--- src/rtl/spi_regbank_pkg.sv ---
// Shared types and constants for the SPI register-bank engine.
package spi_regbank_pkg;

  typedef enum logic [1:0] {
    S_IDLE = 2'd0,
    S_CMD  = 2'd1,
    S_ADDR = 2'd2,
    S_DATA = 2'd3
  } state_t;

  localparam logic CMD_WRITE = 1'b1;
  localparam logic CMD_READ  = 1'b0;

  // Bit counter must hold the longest field length.
  function automatic int cnt_width(input int addr_w, input int data_w);
    int m;
    m = (addr_w > data_w) ? addr_w : data_w;
    return $clog2(m + 1);
  endfunction

endpackage

--- src/rtl/spi_shift_tx.sv ---
// Load/shift-out register for SPI read data; miso is the register MSB.
module spi_shift_tx #(
  parameter int DATA_W = 8
) (
  input  logic              SCLK_sig,
  input  logic              nrst,
  input  logic              load,
  input  logic              shift,
  input  logic              clear,
  input  logic [DATA_W-1:0] load_val,
  output logic              miso
);

  logic [DATA_W-1:0] tx_shift;

  always_ff @(posedge SCLK_sig or negedge nrst) begin
    if (!nrst)      tx_shift <= '0;
    else if (clear) tx_shift <= '0;
    else if (load)  tx_shift <= load_val;
    else if (shift) tx_shift <= {tx_shift[DATA_W-2:0], 1'b0};
  end

  assign miso = tx_shift[DATA_W-1];

endmodule

--- src/rtl/spi_regbank_engine.sv ---
// SPI frame decoder and register bank in the SCLK domain.
// Define SPI_BURST_EN for auto-incrementing multi-word frames.
//
// state  | meaning
// S_CMD  | after reset: next edge samples the cmd bit
// S_ADDR | shifting in the address field
// S_DATA | shifting data in (write) or out (read)
// S_IDLE | frame complete, edges ignored until next frame start
module spi_regbank_engine
  import spi_regbank_pkg::*;
#(
  parameter int ADDR_W   = 7,
  parameter int DATA_W   = 8,
  parameter int NUM_REGS = 5
) (
  input  logic                       nrst,
  input  logic                       SCLK_sig,
  input  logic                       cs_active,
  input  logic                       cs_epoch,
  input  logic                       mosi,
  output logic                       miso,
  output logic [NUM_REGS*DATA_W-1:0] regs_flat,
  output logic                       commit_toggle,
  output logic [ADDR_W-1:0]          commit_addr,
  output logic                       addr_err
);

  localparam int CNT_W = cnt_width(ADDR_W, DATA_W);

  state_t            state, state_nxt;
  logic [CNT_W-1:0]  bit_cnt;
  logic              epoch_seen;
  logic              cmd_r;
  logic [ADDR_W-1:0] addr_r;
  logic [DATA_W-2:0] rx_sh;
  logic [DATA_W-1:0] regs [NUM_REGS];

  logic              frame_start, last_addr, last_data;
  logic [ADDR_W-1:0] addr_full, rd_addr;
  logic [DATA_W-1:0] data_full, rd_word;
  logic              cnt_clr, cnt_inc, tx_load, tx_shift_en, tx_clear;
  logic              commit_en, err_set;
`ifdef SPI_BURST_EN
  logic              addr_step;
  logic [ADDR_W-1:0] addr_inc;
`endif

  function automatic logic in_range(input logic [ADDR_W-1:0] a);
    return {1'b0, a} < (ADDR_W+1)'(NUM_REGS);
  endfunction

  assign frame_start = cs_active && (cs_epoch != epoch_seen);
  assign last_addr   = (state == S_ADDR) && (bit_cnt == CNT_W'(ADDR_W-1));
  assign last_data   = (state == S_DATA) && (bit_cnt == CNT_W'(DATA_W-1));
  assign addr_full   = {addr_r[ADDR_W-2:0], mosi};
  assign data_full   = {rx_sh, mosi};

`ifdef SPI_BURST_EN
  assign addr_inc = (addr_r == ADDR_W'(NUM_REGS-1)) ? '0 : addr_r + ADDR_W'(1);
  assign rd_addr  = (state == S_ADDR) ? addr_full : addr_inc;
`else
  assign rd_addr  = addr_full;
`endif

  // Out-of-range addresses match no register and read back as zero.
  always_comb begin
    rd_word = '0;
    for (int r = 0; r < NUM_REGS; r++)
      if (rd_addr == ADDR_W'(r)) rd_word = regs[r];
  end

  always_ff @(posedge SCLK_sig or negedge nrst) begin
    if (!nrst) state <= S_CMD;
    else       state <= state_nxt;
  end

  always_comb begin
    state_nxt   = state;
    cnt_clr     = 1'b0;
    cnt_inc     = 1'b0;
    tx_load     = 1'b0;
    tx_shift_en = 1'b0;
    tx_clear    = 1'b0;
    commit_en   = 1'b0;
    err_set     = 1'b0;
`ifdef SPI_BURST_EN
    addr_step   = 1'b0;
`endif
    if (frame_start) begin
      state_nxt = S_ADDR;
      cnt_clr   = 1'b1;
      tx_clear  = 1'b1;
    end else if (cs_active) begin
      case (state)
        S_CMD: begin
          state_nxt = S_ADDR;
          cnt_clr   = 1'b1;
        end
        S_ADDR: begin
          if (last_addr) begin
            state_nxt = S_DATA;
            cnt_clr   = 1'b1;
            err_set   = !in_range(addr_full);
            tx_load   = (cmd_r == CMD_READ);
          end else begin
            cnt_inc = 1'b1;
          end
        end
        S_DATA: begin
          if (last_data) begin
            cnt_clr   = 1'b1;
            commit_en = (cmd_r == CMD_WRITE) && in_range(addr_r);
`ifdef SPI_BURST_EN
            addr_step = 1'b1;
            err_set   = !in_range(addr_inc);
            tx_load   = (cmd_r == CMD_READ);
`else
            state_nxt = S_IDLE;
            tx_clear  = 1'b1;
`endif
          end else begin
            cnt_inc     = 1'b1;
            tx_shift_en = (cmd_r == CMD_READ);
          end
        end
        default: ;
      endcase
    end
  end

  always_ff @(posedge SCLK_sig or negedge nrst) begin
    if (!nrst) begin
      bit_cnt       <= '0;
      epoch_seen    <= 1'b0;
      cmd_r         <= 1'b0;
      addr_r        <= '0;
      rx_sh         <= '0;
      commit_toggle <= 1'b0;
      commit_addr   <= '0;
      addr_err      <= 1'b0;
      for (int r = 0; r < NUM_REGS; r++) regs[r] <= '0;
    end else begin
      if (cnt_clr)      bit_cnt <= '0;
      else if (cnt_inc) bit_cnt <= bit_cnt + CNT_W'(1);

      if (frame_start) begin
        epoch_seen <= cs_epoch;
        cmd_r      <= mosi;
        addr_r     <= '0;
        rx_sh      <= '0;
      end else if (cs_active) begin
        if (state == S_CMD)  cmd_r  <= mosi;
        if (state == S_ADDR) addr_r <= addr_full;
        if (state == S_DATA) rx_sh  <= last_data ? '0 : data_full[DATA_W-2:0];
        if (commit_en) begin
          for (int r = 0; r < NUM_REGS; r++)
            if (addr_r == ADDR_W'(r)) regs[r] <= data_full;
          commit_toggle <= ~commit_toggle;
          commit_addr   <= addr_r;
        end
        if (err_set) addr_err <= 1'b1;
`ifdef SPI_BURST_EN
        if (addr_step) addr_r <= addr_inc;
`endif
      end
    end
  end

  for (genvar g = 0; g < NUM_REGS; g++) begin : g_flat
    assign regs_flat[g*DATA_W +: DATA_W] = regs[g];
  end

  spi_shift_tx #(.DATA_W(DATA_W)) u_tx (
    .SCLK_sig (SCLK_sig),
    .nrst     (nrst),
    .load     (tx_load),
    .shift    (tx_shift_en),
    .clear    (tx_clear),
    .load_val (rd_word),
    .miso     (miso)
  );

endmodule
--- config.mk ---
export PLATFORM = sky130hd
export DESIGN_NAME = spi_regbank_engine
export DESIGN_NICKNAME = d
export VERILOG_FILES = /design/src/rtl/spi_regbank_pkg.sv /design/src/rtl/spi_shift_tx.sv /design/src/rtl/spi_regbank_engine.sv
export SDC_FILE = /design/constraint.sdc
export NUM_CORES = 1
export LEC_CHECK = 0
export ABC_AREA = 1
export CORE_ASPECT_RATIO = 0.9
export CORE_MARGIN = 2
export CORE_UTILIZATION = 55
export DETAILED_ROUTE_END_ITERATION = 8
export PLACE_DENSITY_LB_ADDON = 0.3
export SLEW_MARGIN = 20
export SYNTH_ARGS = -nofsm -noshare
export SYNTH_HDL_FRONTEND = slang
export SYNTH_SLANG_ARGS = --single-unit
--- constraint.sdc ---
create_clock -name SCLK_sig -period 2.4 [get_ports SCLK_sig]
set_input_delay 0.24 -clock SCLK_sig [delete_from_list [all_inputs] [get_ports SCLK_sig]]
set_output_delay 0.24 -clock SCLK_sig [all_outputs]
set_load 0.02 [all_outputs]
==> out/results.ini, run 1 <==
[floorplan]
die_w_um=93.6
pin_count=55
dieArea_um2=7930
core_area_um2=7040
fp-row-count=29
initial_utilization_pct=56.5
die_y_um=84.7

[place]
pre_cts_ws_ps=245
dp_hpwl_um=7160
port_buffers=54
place_congestion=0.868

[status]
status=finished clean

[timing]
rsz0062_at_grt=false
worstMarginPinSlew_ps=564
final.setup.tns_ps=0
maxSlewViolCount=0
hold_viol_final=0
timing.fmax_mhz=550
setup_ws_ps=583
fin_crit_sh_pct=75.7
slew-limit-headroom_pct=62.4
setup_viol=0
finalClockSkew_ps=7.01
min_period_ps=1820

[drt]
drt_wl_total_um=9530
wl_per_cell_um=15.0
drc=0
drt_iter0_markers=306
viasPerCell=5.33
num_vias=3387
dr.pass1.iters=5
ant_nets=0

[clocking]
cts_max_level=3
numCtsBuffers=9
cts_tree=yes
cts_root_buffer=clkbuf_8
clk_path_buf_depth=2
clk_latency_ps=360
cts_setup_buffers=0
ctsResizeCount=0
cts_sinks=79
clkTransAtPathRegs_ps=80
ctsHoldBuffers=1

[grt]
grt-ovfl-total=0
grtUsageTotal_pct=25.9
grt_pass1_vias=3167
antenna_found_initial=0
grt_max_degree=44
grt_pass1_wl_um=15800

[job]
maxCapViolations=0

[critical_path]
crit_required_ps=2660
end_kind=register
worstPathArrival_ps=2070
worstPathMaxFanout=8
startpoint_type=register
path_class=reg2reg

[finish]
final_cell_mix=107 x nand2_1, 78 x dfrtp_1, 61 x nor2_1
seq_area_um2=1980
nets=545
multi_input_area_um2=1630
fillers=588
antennaDiodeCount=0
drive_above_1_share_pct=16.8
final_common_cell=nand2_1
areaGrowthSynthToFinish_pct=21.0

[synthesis]
ys.flop_type=dfrtp_1
avgSynthCellArea_um2=8.36
synth_cells=476
synth_area_um2=3980
synth-edff-count=0
synth_fp_nets=483
synthArstFlopShare_pct=100
synth_cell_types=36
ys_warn_count=0
ys_seq_area_share_pct=49.7
synth_seq_cells=79

[power_and_ir_drop]
powerDensity_nw_per_um2=670
finalPower_mw=3.23
ir_worst_vdd_uv=397
p_leak_nw=2.48

[hold_path]
hp-class=in2async

[cells by family after synthesis]
group,after synthesis,synth area share (%)
compound gates,76,12.6
xor+xnor,3,0.661
fa+ha+maj,2,0.629
buf+inv,86,9.22
flops,79,49.7
simple gates,230,27.1
[layer usage]
metal  part of all wire [%]  vias to the layer above  GRT usage [%]
met5                      0                        -              0
met4                    1.0                        0           6.98
met3                    7.3                        7           6.73
met2                     44                      125           37.0
met1                     47                     1623           39.6
li1                       -                     1632              -
[area by class of cell]
class	count	area share (%)
inverter	78	6.19
multi-input combinational	311	33.9
clock inverter	6	1.79
tap	93	2.42
sequential	79	41.1
clock buffer	9	2.57
timing repair buffer	59	12.0
[worst max-delay path, stage by stage, from the launching register on]
cell,delay [ps]
dfrtp_1,420
ha_1,210
nand3_1,180
nand2_1,120
nor2_1,150
nand2_1,180
and3_1,300
nand2_1,100
nand2_1,50
[Yosys cell counts (2+ instances only)]
cell      count  area share, %
a21oi_2       2           0.44
ha_1          2           0.63
nor3_4        2           0.82
o21ai_2      16            3.5
buf_6         4            1.1
o211ai_1      6            1.1
buf_4         2           0.38
nor2_4        2           0.57
a21oi_1       8            1.0
xor2_1        3           0.66
nand2_4       3           0.85
o21ai_1      13            1.6
inv_1        60            5.7
nand2_2       8            1.3
dfrtp_1      78             49
nand3_1      26            3.3
o21ai_0      13            1.6
nor2_1       61            5.8
inv_2        17            1.6
nand2_1     107             10
nor2_2       12            1.9
o22ai_1      14            2.2
nand4_4       2            1.1
nand4_2       2           0.63
o31ai_1       2           0.38
[final timing paths]
check,depth (start not counted),endpoint,start,slack (ps)
min in group SCLK_sig,1,addr_err$_DFFE_PN0P_,addr_err$_DFFE_PN0P_,470
min reg2reg,1,addr_err$_DFFE_PN0P_,addr_err$_DFFE_PN0P_,470
max,8,u_tx.tx_shift[5]$_DFFE_PN0P_,bit_cnt[1]$_DFFE_PN0P_,580
max in group asynchronous,3,state[0]$_DFFE_PN1P_,nrst,1250
max reg2reg,8,u_tx.tx_shift[5]$_DFFE_PN0P_,bit_cnt[1]$_DFFE_PN0P_,580
min,2,commit_addr[1]$_DFFE_PN0P_,nrst,410
[report_power, final]
part	total [mW]	switching, mW	internal (mW)
Combinational	0.689	0.501	0.188
Clock	1.07	0.489	0.578
Sequential	1.47	0.0719	1.40
[flip-flops by register name (all words and copies together), names as in the netlist]
register	cells
rx_sh	7
addr_r	7
addr_err	1
cmd_r	1
u_tx.tx_shift	8
commit_addr	7
bit_cnt	4
commit_toggle	1
regs_flat	40
state	2
epoch_seen	1
[metrics by stage]
| stage | util [%] | cells | instance area, um2 | hold slack, ps |
|---|---|---|---|---|
| after CTS | 68.4 | 635 | 4810 | 434 |
| after detailed placement | 65.3 | 619 | 4590 | 268 |
| after global routing | 68.4 | 635 | 4810 | 466 |
| after floorplan | - | 476 | 3980 | -55.6 |
| after global placement | 65.3 | 619 | 4590 | 268 |
| final | 68.4 | 635 | 4810 | 415 |
Note: power is estimated with default switching activity, not from simulation.
==> run 2, diff against run 1 <==
clock period = 1.8 ns   (was 2.4 ns; I/O delays follow)
==> run 2 against run 1 <==
  * Sequential share of layout area fell by 2.3 points
  * Register-to-register slack lost 490 ps
  * Clock skew rose by 1.9 ps
  * Sequential power grew 33%
  * Die area stayed put
  * Hold slack worse by 120 ps
  * Global-route usage grew 1.6 points
  * Combinational power increased by 67%
  * Critical endpoint is now regs_flat[12]$_DFFE_PN0P_
==> out/results.ini, run 2 (synthesized netlist as in run 1, its figures left out) <==
[status]
status=finished clean  ; unchanged

[critical_path]
rr_worst_depth=8  ; unchanged
worstPathArrival_ps=1950  ; was 2070 ps
cp-endpoint=regs_flat[12]$_DFFE_PN0P_  ; was u_tx.tx_shift[5]$_DFFE_PN0P_
crit_required_ps=2040  ; was 2660 ps
worstPathMaxFanout=16  ; was 8
critPathSlowestCell=dfrtp_1  ; unchanged
crit_chain=ha_1 > nand3_2 > nor2_4 > nand4_2 > nor2_4 > nand2_4 > nand2_1 > o21ai_2  ; was ha_1 > nand3_1 > nand2_1 > nor2_1 > nand2_1 > and3_1 > nand2_1 > nand2_1
regToRegEndpoint=regs_flat[12]$_DFFE_PN0P_  ; was u_tx.tx_shift[5]$_DFFE_PN0P_
crit_path_frequent_cell=nor2_4  ; was nand2_1
path_class=reg2reg  ; unchanged
end_kind=register  ; unchanged
reg2reg_slack_ps=100  ; was 580 ps
cpPeakStageDelay_ps=390  ; was 420 ps
startpoint_type=register  ; unchanged
crit_start=bit_cnt[0]$_DFFE_PN0P_  ; was bit_cnt[1]$_DFFE_PN0P_
worstReg2RegStart=bit_cnt[0]$_DFFE_PN0P_  ; was bit_cnt[1]$_DFFE_PN0P_

[drt]
viasPerCell=5.37  ; was 5.33
drt_iter0_markers=306  ; unchanged
drt_wl_total_um=10200  ; was 9530 um
ant_nets=0  ; unchanged
wl_per_cell_um=15.4  ; was 15.0 um
num_vias=3567  ; was 3,387
drc=0  ; unchanged
dr.pass1.iters=5  ; unchanged

[finish]
final_cell_mix=107 x nand2_1, 78 x dfrtp_1, 60 x inv_1, 60 x nor2_1, 53 x clkdlybuf4s50_1  ; was 107 x nand2_1, 78 x dfrtp_1, 61 x nor2_1
nets=574  ; was 545
final_common_cell=nand2_1  ; unchanged
drive_above_1_share_pct=21.5  ; was 16.8%
largest_register_ff_count=40  ; unchanged
areaGrowthSynthToFinish_pct=28.1  ; was 21.0%
antennaDiodeCount=0  ; unchanged

[grt]
grtUsageTotal_pct=27.6  ; was 25.9%
grt_pass1_vias=3447  ; was 3,167
grt_pass1_wl_um=17000  ; was 15,800 um
antenna_found_initial=0  ; unchanged
grt_max_degree=49  ; was 44
grt-ovfl-total=0  ; unchanged

[floorplan]
pin_count=55  ; unchanged
die_y_um=84.7  ; unchanged
fp-row-count=29  ; unchanged
core_area_um2=7040  ; unchanged
die_w_um=93.6  ; unchanged
dieArea_um2=7930  ; unchanged
initial_utilization_pct=56.5  ; unchanged

[clocking]
cts_sinks=79  ; unchanged
cts_max_level=3  ; unchanged
cts_tree=yes  ; unchanged
clk_path_buf_depth=2  ; unchanged
clkTransAtPathRegs_ps=80  ; about the same
clk_latency_ps=360  ; about the same
numCtsBuffers=9  ; unchanged
cts_root_buffer=clkbuf_8  ; unchanged

[timing]
fin_crit_sh_pct=94.6  ; was 75.7%
timing.hold.ws_ps=295  ; was 415 ps
setup_viol=0  ; unchanged
hold_viol_final=0  ; unchanged
timing.fmax_mhz=587  ; was 550 MHz
slew-limit-headroom_pct=71.8  ; was 62.4%
finalClockSkew_ps=8.91  ; was 7.01 ps
min_period_ps=1700  ; was 1820 ps
maxSlewViolCount=0  ; unchanged
rsz0062_at_grt=true  ; was false
worstMarginPinSlew_ps=423  ; was 564 ps
setup_ws_ps=96.9  ; was 583 ps

[power_and_ir_drop]
finalPower_mw=4.44  ; was 3.23 mW
powerDensity_nw_per_um2=872  ; was 670 nW/um2
ir_worst_vdd_uv=583  ; was 397 uV
p_leak_nw=2.63  ; was 2.48 nW

[job]
maxCapViolations=0  ; unchanged

[hold_path]
hp-class=in2async  ; unchanged

[place]
port_buffers=54  ; unchanged
place_congestion=0.933  ; was 0.868
pre_cts_ws_ps=-97.7  ; was 245 ps
dp_hpwl_um=7380  ; was 7160 um

-- run 2: cell count changes in the layout (fill, tap and decap cells not counted), sizes merged --
cell    change
clkinv      -2
buf        +28
bufinv      -1
clkbuf      +3
nand4       +1
-- run 2: area by class of cell --
class	count	area (um2)
Timing Repair Buffer	87	801
Fill cell	525	1940
Sequential cell	79	1980
Multi-Input combinational cell	312	1710
Inverter	78	298
Tap cell	93	116
Clock buffer	12	155
Clock inverter	3	42.5
-- run 2: power by group --
group / internal, mW / switching [mW] / total (mW) / leakage [nW]
combinational: 0.371 / 0.776 / 1.15 / 1.53
sequential: 1.87 / 0.0879 / 1.95 / 1.00
clock: 0.707 / 0.635 / 1.34 / 0.0985
-- run 2: worst min-delay path by stage --
stage	endpoint	slack (ps)	depth (start not counted)
after floorplan	addr_err$_DFFE_PN0P_	-120	0
after global placement	commit_addr[5]$_DFFE_PN0P_	140	1
after detailed placement	commit_addr[5]$_DFFE_PN0P_	150	1
after CTS	commit_addr[5]$_DFFE_PN0P_	320	2
after global routing	commit_addr[3]$_DFFE_PN0P_	320	2
final	state[1]$_DFFE_PN0P_	300	2
-- run 2: what timing repair did --
| action | in CTS | in global routing |
|---|---|---|
| hold buffers | 1 | 0 |
| buffers inserted | 0 | 3 |
| endpoints found under the hold margin | 30 | 0 |
| setup endpoints to repair | 0 | 49 |
| resized for setup | 0 | 12 |
-- run 2: layer usage --
layer,GRT usage (%),share of wire [%],vias to the layer above
li1,-,-,1691
met1,40.6,45,1708
met2,42.1,46,150
met3,6.91,7.0,18
met4,5.40,1.8,0
met5,0,0,-
-- run 2: worst max-delay path: cells and delay by family, from the launching register on --
family | cells | cell delay, ps
adders and majority gates | 1 | 190
AOI/OAI and AO/OA | 1 | 50
and+or+nand+nor | 6 | 940
DFF | 1 | 390
-- run 2: stage by stage --
step                      setup TNS [ps]  utilization, %  instance area, um2  instances
final                                  0            72.4                5100        664
after global routing                -193            72.4                5100        664
after CTS                              0            71.0                5000        660
after detailed placement           -1280            68.1                4790        644
after global placement              -380            68.1                4790        644
after floorplan                        0               -                3980        476
==> run 3, diff against run 2 <==
GPL_TIMING_DRIVEN = 0   (was unset)
PLACE_DENSITY = 0.89   (was unset)
PLACE_DENSITY_LB_ADDON = unset   (was 0.3)
==> run 3 against run 2 <==
  * First-iteration DRC count rose by 9.5%
  * Maximum frequency fell by 2.4%
  * Global-route usage fell by 0.36 points
  * Sequential share of layout area rose by 0.57 points
  * Critical endpoint is now state[1]$_DFFE_PN0P_
  * Die area did not move
  * Utilization fell by 0.96 points
  * Critical path type unchanged
  * Hold slack got worse by 29 ps
  * Worst setup slack got worse by 41 ps
  * Via count fell by 0.28%
==> out/results.ini, run 3 (synthesized netlist as in run 1, its figures left out) <==
[status]
status=finished clean  ; unchanged

[drt]
drt_wl_total_um=10300  ; was 10,200 um
drc=0  ; unchanged
drt_iter0_markers=335  ; was 306
num_vias=3557  ; was 3,567
dr.pass1.iters=5  ; unchanged
ant_nets=0  ; unchanged
viasPerCell=5.48  ; was 5.37
wl_per_cell_um=15.9  ; was 15.4 um

[hold_path]
hp-class=in2async  ; unchanged

[clocking]
clk_path_buf_depth=2  ; unchanged
cts_sinks=79  ; unchanged
clk_latency_ps=370  ; was 360 ps
cts_root_buffer=clkbuf_8  ; unchanged
clkTransAtPathRegs_ps=90  ; was 80 ps
cts_max_level=3  ; unchanged
numCtsBuffers=9  ; unchanged
cts_tree=yes  ; unchanged

[place]
port_buffers=54  ; unchanged
place_congestion=0.902  ; was 0.933
dp_hpwl_um=7210  ; was 7380 um

[power_and_ir_drop]
p_comb_share_pct=25.4  ; was 25.8%
power_switching_mw=1.56  ; was 1.50 mW
seq_power_share_pct=46.5  ; was 44.0%
clkPwrFrac_pct=28.0  ; was 30.2%
powerDensity_nw_per_um2=846  ; was 872 nW/um2
p_leak_nw=2.53  ; was 2.63 nW
finalPower_mw=4.26  ; was 4.44 mW
cell_internal_pwr_mw=2.70  ; was 2.94 mW
switching_share_pct=36.6  ; was 33.7%
ir_worst_vdd_uv=476  ; was 583 uV

[finish]
final_cell_mix=103 x nand2_1, 76 x dfrtp_1, 59 x inv_1  ; was 107 x nand2_1, 78 x dfrtp_1, 60 x inv_1, 60 x nor2_1, 53 x clkdlybuf4s50_1
antennaDiodeCount=0  ; unchanged
areaGrowthSynthToFinish_pct=26.4  ; was 28.1%
drive_above_1_share_pct=20.9  ; was 21.5%
largest_register_ff_count=40  ; unchanged
final_common_cell=nand2_1  ; unchanged
nets=559  ; was 574

[floorplan]
dieArea_um2=7930  ; unchanged
die_y_um=84.7  ; unchanged
die_w_um=93.6  ; unchanged
pin_count=55  ; unchanged
fp-row-count=29  ; unchanged
initial_utilization_pct=56.5  ; unchanged
core_area_um2=7040  ; unchanged

[critical_path]
cpPeakStageDelay_ps=430  ; was 390 ps
crit_chain=buf_4 > ha_1 > nand3_1 > inv_2 > o21ai_1 > nand2_1 > nand2_2 > inv_2 > nand2_1 > o21ai_1  ; was ha_1 > nand3_2 > nor2_4 > nand4_2 > nor2_4 > nand2_4 > nand2_1 > o21ai_2
worstReg2RegStart=bit_cnt[1]$_DFFE_PN0P_  ; was bit_cnt[0]$_DFFE_PN0P_
worstPathMaxFanout=4  ; was 16
path_buf_inv=3  ; was 0
path_class=reg2reg  ; unchanged
startpoint_type=register  ; unchanged
regToRegEndpoint=state[1]$_DFFE_PN0P_  ; was regs_flat[12]$_DFFE_PN0P_
critPathSlowestCell=dfrtp_1  ; unchanged
reg2reg_slack_ps=60  ; was 100 ps
cp.depth=10  ; was 8
worstPathArrival_ps=1990  ; was 1950 ps
end_kind=register  ; unchanged
crit_required_ps=2050  ; was 2040 ps
path_delay_family=simple AND/OR/NAND/NOR gates  ; unchanged
rr_worst_depth=10  ; was 8

[timing]
worstMarginPinSlew_ps=364  ; was 423 ps
fin_crit_sh_pct=96.9  ; was 94.6%
setup_viol=0  ; unchanged
finalClockSkew_ps=10.8  ; was 8.91 ps
hold_viol_final=0  ; unchanged
slew-limit-headroom_pct=75.7  ; was 71.8%
timing.hold.ws_ps=266  ; was 295 ps
timing.fmax_mhz=573  ; was 587 MHz
maxSlewViolCount=0  ; unchanged
min_period_ps=1740  ; was 1700 ps

[grt]
grtUsageTotal_pct=27.2  ; was 27.6%
grt_pass1_wl_um=16600  ; was 17,000 um
grt_pass1_vias=3409  ; was 3,447
grt_use_met3_pct=4.31  ; was 6.91%
grt_util_met1_pct=38.6  ; was 40.6%
antenna_found_initial=0  ; unchanged
grt-ovfl-total=0  ; unchanged
use_met2_pct=42.2  ; was 42.1%
grt_max_degree=55  ; was 49
top_usage_layer=met2  ; unchanged

[job]
maxCapViolations=0  ; unchanged

==> run 3: per-layer routing <==
layer	part of all wire [%]	wire, um	vias up
met5	0	0	-
met4	2.7	276	0
met3	6.6	683	29
met2	46	4780	167
met1	45	4610	1699
li1	-	-	1662
==> run 3: worst max path at each step <==
stage	start	end	slack, ps
after global routing	bit_cnt[1]$_DFFE_PN0P_	state[1]$_DFFE_PN0P_	-30
final	bit_cnt[1]$_DFFE_PN0P_	state[1]$_DFFE_PN0P_	60
after global placement	nrst	u_tx.tx_shift[7]$_DFFE_PN0P_	-2140
after floorplan	bit_cnt[1]$_DFFE_PN0P_	regs_flat[14]$_DFFE_PN0P_	200
after CTS	bit_cnt[0]$_DFFE_PN0P_	u_tx.tx_shift[6]$_DFFE_PN0P_	2
after detailed placement	mosi	u_tx.tx_shift[4]$_DFFE_PN0P_	-270
==> run 3: stage by stage <==
stage / cell area, um2 / setup TNS, ps / std cells / utilization, % / setup slack [ps]
3_5_place_dp: 4660 / -8080 / 624 / 66.2 / -274
6_report: 5030 / 0 / 649 / 71.4 / 55.6
2_1_floorplan: 3980 / 0 / 476 / - / 204
5_1_grt: 5030 / -128 / 649 / 71.4 / -32.5
4_1_cts: 4870 / 0 / 640 / 69.1 / 1.55
3_3_place_gp: 4630 / -174110 / 623 / 65.8 / -2140
==> run 3: what timing repair did <==
action,CTS,global route
endpoints found under the hold margin,24,0
setup endpoints to repair,12,43
hold buffers,1,0
setup buffers,0,9
gates resized for setup,5,21
pin swaps,1,6
==> run 3: cell type report <==
type	instances	area, um2
fillers	485	2010
flip-flops and latches	79	1980
multi-input cells	311	1730
repair buffers	65	656
inverters	78	303
clock buffers	9	124
well taps	93	116
plain buffers	8	68.8
clock inverters	6	47.5
==> run 3: power groups by stage <==
stage          combinational (mW)  sequential, mW  clock (mW)
6_report                     1.08            1.98        1.19
5_1_grt                      1.18            1.99        1.27
4_1_cts                     0.918            1.96        1.19
3_5_place_dp                0.896            1.99           0
3_3_place_gp                0.859            1.99           0
2_1_floorplan               0.668            1.97           0
